`src/rtl/reg_file_multiport.sv`:
```
// Multiport register file: N_RD registered read ports, two prioritised write ports, optional hardwired r0.
// Define REGFILE_WRBYPASS_EN for write-first forwarding; the default is read-before-write.
module reg_file_multiport #(
    parameter int DATA_W      = 32,
    parameter int ADDR_W      = 5,
    parameter int N_RD        = 2,
    parameter int ZERO_REG_EN = 1
) (
    input  logic                     clk,
    input  logic                     reset,
    input  logic [N_RD-1:0]          rd_en,
    input  logic [N_RD*ADDR_W-1:0]   rd_addr,
    output logic [N_RD*DATA_W-1:0]   rd_data,
    output logic [N_RD-1:0]          rd_valid,
    input  logic                     wa_en,
    input  logic [ADDR_W-1:0]        wa_addr,
    input  logic [DATA_W-1:0]        wa_data,
    input  logic                     wb_en,
    input  logic [ADDR_W-1:0]        wb_addr,
    input  logic [DATA_W-1:0]        wb_data,
    output logic                     wr_conflict
);

    localparam int DEPTH = 2**ADDR_W;

    logic [DATA_W-1:0] mem [DEPTH];
    logic              sameAddr;
    logic              writeA;
    logic              writeB;
    logic [ADDR_W-1:0] readAddr [N_RD];
    logic [DATA_W-1:0] readWord [N_RD];

    // Port B (load) beats port A on a shared address; r0 writes are dropped when hardwired.
    always_comb begin
        sameAddr = wa_en && wb_en && (wa_addr == wb_addr);
        writeA   = wa_en && !sameAddr && !((ZERO_REG_EN != 0) && (wa_addr == '0));
        writeB   = wb_en && !((ZERO_REG_EN != 0) && (wb_addr == '0));
    end

    always_ff @(posedge clk) begin
        if (reset) begin
            for (int j = 0; j < DEPTH; j++) begin
                mem[j] <= '0;
            end
        end else begin
            if (writeA) begin
                mem[wa_addr] <= wa_data;
            end
            if (writeB) begin
                mem[wb_addr] <= wb_data;
            end
        end
    end

    // Value each read port captures at this edge, with optional forwarding of the winning write.
    always_comb begin
        for (int i = 0; i < N_RD; i++) begin
            readAddr[i] = rd_addr[i*ADDR_W +: ADDR_W];
            readWord[i] = mem[readAddr[i]];
`ifdef REGFILE_WRBYPASS_EN
            if (writeB && (wb_addr == readAddr[i])) begin
                readWord[i] = wb_data;
            end else if (writeA && (wa_addr == readAddr[i])) begin
                readWord[i] = wa_data;
            end
`endif
            if ((ZERO_REG_EN != 0) && (readAddr[i] == '0)) begin
                readWord[i] = '0;
            end
        end
    end

    always_ff @(posedge clk) begin
        if (reset) begin
            rd_data     <= '0;
            rd_valid    <= '0;
            wr_conflict <= 1'b0;
        end else begin
            for (int i = 0; i < N_RD; i++) begin
                rd_valid[i] <= rd_en[i];
                if (rd_en[i]) begin
                    rd_data[i*DATA_W +: DATA_W] <= readWord[i];
                end
            end
            wr_conflict <= sameAddr;
        end
    end

endmodule

```
`config.mk`:
```
export PLATFORM = sky130hd
export DESIGN_NAME = reg_file_multiport
export DESIGN_NICKNAME = d
export VERILOG_FILES = /design/src/rtl/reg_file_multiport.sv
export SDC_FILE = /design/constraint.sdc
export NUM_CORES = 2
export LEC_CHECK = 0
export ABC_CLOCK_PERIOD_IN_PS = 5250
export BUFFER_PORTS_ARGS = -buffer_cell sky130_fd_sc_hd__buf_2
export CAP_MARGIN = 25
export CORE_MARGIN = 5
export CORE_UTILIZATION = 53
export CTS_CLUSTER_DIAMETER = 50
export DETAILED_ROUTE_END_ITERATION = 12
export PLACE_DENSITY = 0.69
export SKIP_LAST_GASP = 1
export SLEW_MARGIN = 30
export SYNTH_ARGS = -nofsm -noshare
export SYNTH_HDL_FRONTEND = slang
export SYNTH_SLANG_ARGS = --single-unit
```
`constraint.sdc`:
```
create_clock -name clk -period 5.25 [get_ports clk]
set_input_delay 0.2625 -clock clk [delete_from_list [all_inputs] [get_ports clk]]
set_output_delay 0.2625 -clock clk [all_outputs]
set_load 0.05 [all_outputs]
```
# Word-level counts from Yosys, hierarchy flattened
# Memories as Yosys holds them, arrays and structs flattened.
# Cells that the tools add are included.
# totals
memories	1
out_inout_bits	67
input_bits	90
wordCells	36
ramBits	1024
reg_bits	67
# memory_table
memory	words	word_bits	read_ports	rd_clocked_by_memory_dff	write_ports	line_no	source
mem	32	32	2	0	32	26	logic [DATA_W-1:0] mem [DEPTH];
# classes
eq_ne	1
reduce_logical	14
mux	16
# op_table
cell	count
$mux 32	4
$reduce_or 32->1	2
$logic_not 5->1	4
$mux 1	10
$mux 5	2
$eq 5x5->1	1
$logic_and 1x1->1	5
$logic_not 1->1	3

# Longest topological paths before layout
# depth
depth_word	10
mapped_depth	8

# Worst setup path before layout
# No wires, ideal clock.
# synth_timing
path_type	input to register
start	in wa_addr[4]
end	mem mem[4][0], enable pin
slack_ns	0.963
path_buffers	4
required_ns	4.780
cell_stages	8
t_arrival_ns	3.816
path_cell_list	buf_2 xor2_1 nor4_4 and2_1 clkbuf_1 buf_2 buf_2 o31ai_1
# synth_rtl
element	line_no	source
start, declared	16	input logic [ADDR_W-1:0] wa_addr,
end, declared	26	

==> impl_metrics.toml <==
[synth]
synth_area_per_cell_um2 = 13.7
synthSimpleGateAreaFrac = 0.0459
synth_area_leaders = "edfxtp_1, mux4_2, a22o_1, mux2i_1, o41ai_1"
ys_seq_elements = 1091
synth_compound_area_frac = 0.191
muxShareOfSynthArea = 0.198
synthXorXnorAreaFrac = 0.000710
synth_fa_ha_area_frac = 0
synth_top_family_by_area = "multiplexers"
netlist_area_mm2 = 0.0617
synth_cell_types = 42
synth_cells = 4518
synth-warning-count = 0
synth_top_area_frac = 0.499
yosysSeqAreaShare = 0.520
yosysTopAreaCell = "edfxtp_1"

[outcome]
outcome = "finished, final reports clean"

[pwr]
power_leakage_nw = 23.1
ir_worst_vdd_mv = 0.306
powerDensity_mw_per_mm2 = 330

[finish]
layout-drive-gt1-share = 0.241
layout_common_cells = "edfxtp_1, a22o_1, mux4_2"
postLayoutCoreUtil = 0.592
final_common_cell = "edfxtp_1"
layout.nets = 4449
syn_to_final_growth_pct = 11.3

[floorplan]
dieArea_mm2 = 0.123
die_x_um = 351
core.rowCount = 125
initial_utilization = 0.532
core_area_mm2 = 0.116
io_pins = 157
die_h_um = 351

[sta]
worst_slack_ps = 1640
hold_viol_final = 0
fin_crit_sh = 0.688
tns_ps = 0
final_max_slew_viol_count = 0
whs_ps = 169
finalCriticalPeriod_ps = 3610
setup_viol = 0
fin_skew_ps = 24.1
worst_pin_slew_ps = 1120
fmax_ghz = 0.277
relSlewSlack = 0.250
grt_setup_unrepaired = "false"

[routing]
firstDrtPassIters = 8
drt-met1-wl_um = 83400
routed.top_layer = "met5"
drtAntennaViolNets = 0
viasPerCell = 8.08
route.detailed.drc = 0
wl_per_cell_um = 41.6
wl_met3_um = 43800
drtIter0Drc = 8760
num_vias = 48641
drt-total-wl_um = 250000
wl_met2_um = 104000

[critical_path]
r2r_end = "rd_data[23]"
cp-endpoint = "mem[25][26]"
critPathArrivalTime_ps = 3970
crit_path_end_kind = "flip-flop"
crit_start = "reset"
reg2reg_from = "mem[8][23]"
worstSetupPathType = "input pin to flip-flop"
r2r_cells = 4
cp_data_required_time_ps = 5610
crit_fanout = 33
start_kind = "input pin"
r2r_slack_ps = 2860

[clock_network]
cts.htree.levels = 4
clockBufferDepth = 3
clk_pin_slew_worst_paths_ps = 60
cts-buffers-inserted = 133
insertion_delay_ps = 760
cts_setup_buffers = 0
cts_sinks = 1091
cts-root-buf = "clkbuf_16"
cts_tree = "built"

[global_routing]
grt_max_degree = 120
antenna_found_initial = 36
grt_pass1_wl_um = 349000
grt_usage = 0.400
grt_pass1_vias = 46962
grt_overflow = 0

[place]
pre_cts_slack_ps = 1450
gp_congestion = 0.963
dpl.hpwl_um = 147000
portBuffers = 156

[flow_run]
max_cap_viol_count = 0

[min_path]
hold_path_class = "input pin to flip-flop"
what timing repair did:
item                      CTS  global route
resized for setup           0             0
hold buffers                3             0
hold endpoints to repair   18             0
state kept, by name (all words and copies together), names as in the netlist:
register	flops
rd_data	64
wr_conflict	1
rd_valid	2
mem	1024
logic make-up after synthesis:
family | Yosys count
DFF | 1091
muxes | 741
buffers and inverters | 673
AOI/OAI and AO/OA | 1413
xor gates and xnor gates | 5
other | 1
and+or+nand+nor | 594
critical path: stages:
cell           delay, ps
dlygate4sd3_1        540
buf_4                270
nor2b_1              400
nand3b_1             680
a211oi_4             430
buf_4                500
or3_2                870
cell usage after synthesis, drive strengths merged:
master	count
mux4	384
a22oi	128
conb	1
or2	67
edfxtp	1024
nor3b	1
mux2i	357
a21o	3
or3b	3
or3	22
a21boi	27
nor3	11
a211oi	48
o31ai	103
nand3b	6
nor4bb	2
a221oi	24
nor2	39
or4b	2
dfxtp	67
a22o	672
nor2b	37
clkinv	32
o311ai	64
nand2b	7
o21ai	3
nand3	5
xor2	5
buf	169
a21oi	77
nor4	2
clkbuf	472
nand2	326
a32o	40
and3	24
o41ai	224
and2	40
per-layer routing:
| layer | vias up | track usage |
|---|---|---|
| met2 | 4912 | 0.566 |
| li1 | 18515 | - |
| met5 | - | 0.0106 |
| met3 | 1085 | 0.171 |
| met4 | 20 | 0.235 |
| met1 | 24109 | 0.513 |
metrics by stage:
stage | cell area, um^2 | instances | power (W)
after global routing | 68600 | 6003 | 0.0231
after detailed placement | 64100 | 5741 | 0.0134
after global placement | 63900 | 5735 | 0.0133
after floorplan | 61800 | 4549 | 0.0122
final | 68600 | 6023 | 0.0226
after CTS | 68400 | 5986 | 0.0225
report_power, final:
part	internal (W)	switching, W	total [W]
Combinational	0.000979	0.00197	0.00294
Clock	0.00540	0.00387	0.00927
Sequential	0.0101	0.000370	0.0104
Total	0.0164	0.00621	0.0226
worst min path at each step:
stage,start,endpoint,depth (start not counted)
finish,wb_data[27],mem[29][27],3
global route,wa_data[27],mem[14][27],2
CTS,wb_data[27],mem[31][27],3
detailed placement,rd_data[39],rd_data[39],2
global placement,rd_data[39],rd_data[39],2
floorplan,reset,rd_valid[0],1
area by class of cell:
class                      instances  area [um^2]
antenna                           33         82.6
tap                             1524         1910
inverter                          32          120
fill                            8799        47200
sequential                      1091        32100
multi-input combinational       2785        27800
clock inverter                    76          773
clock buffer                     166         3560
timing repair buffer             316         2330
Power figures use the tool's default switching activity.
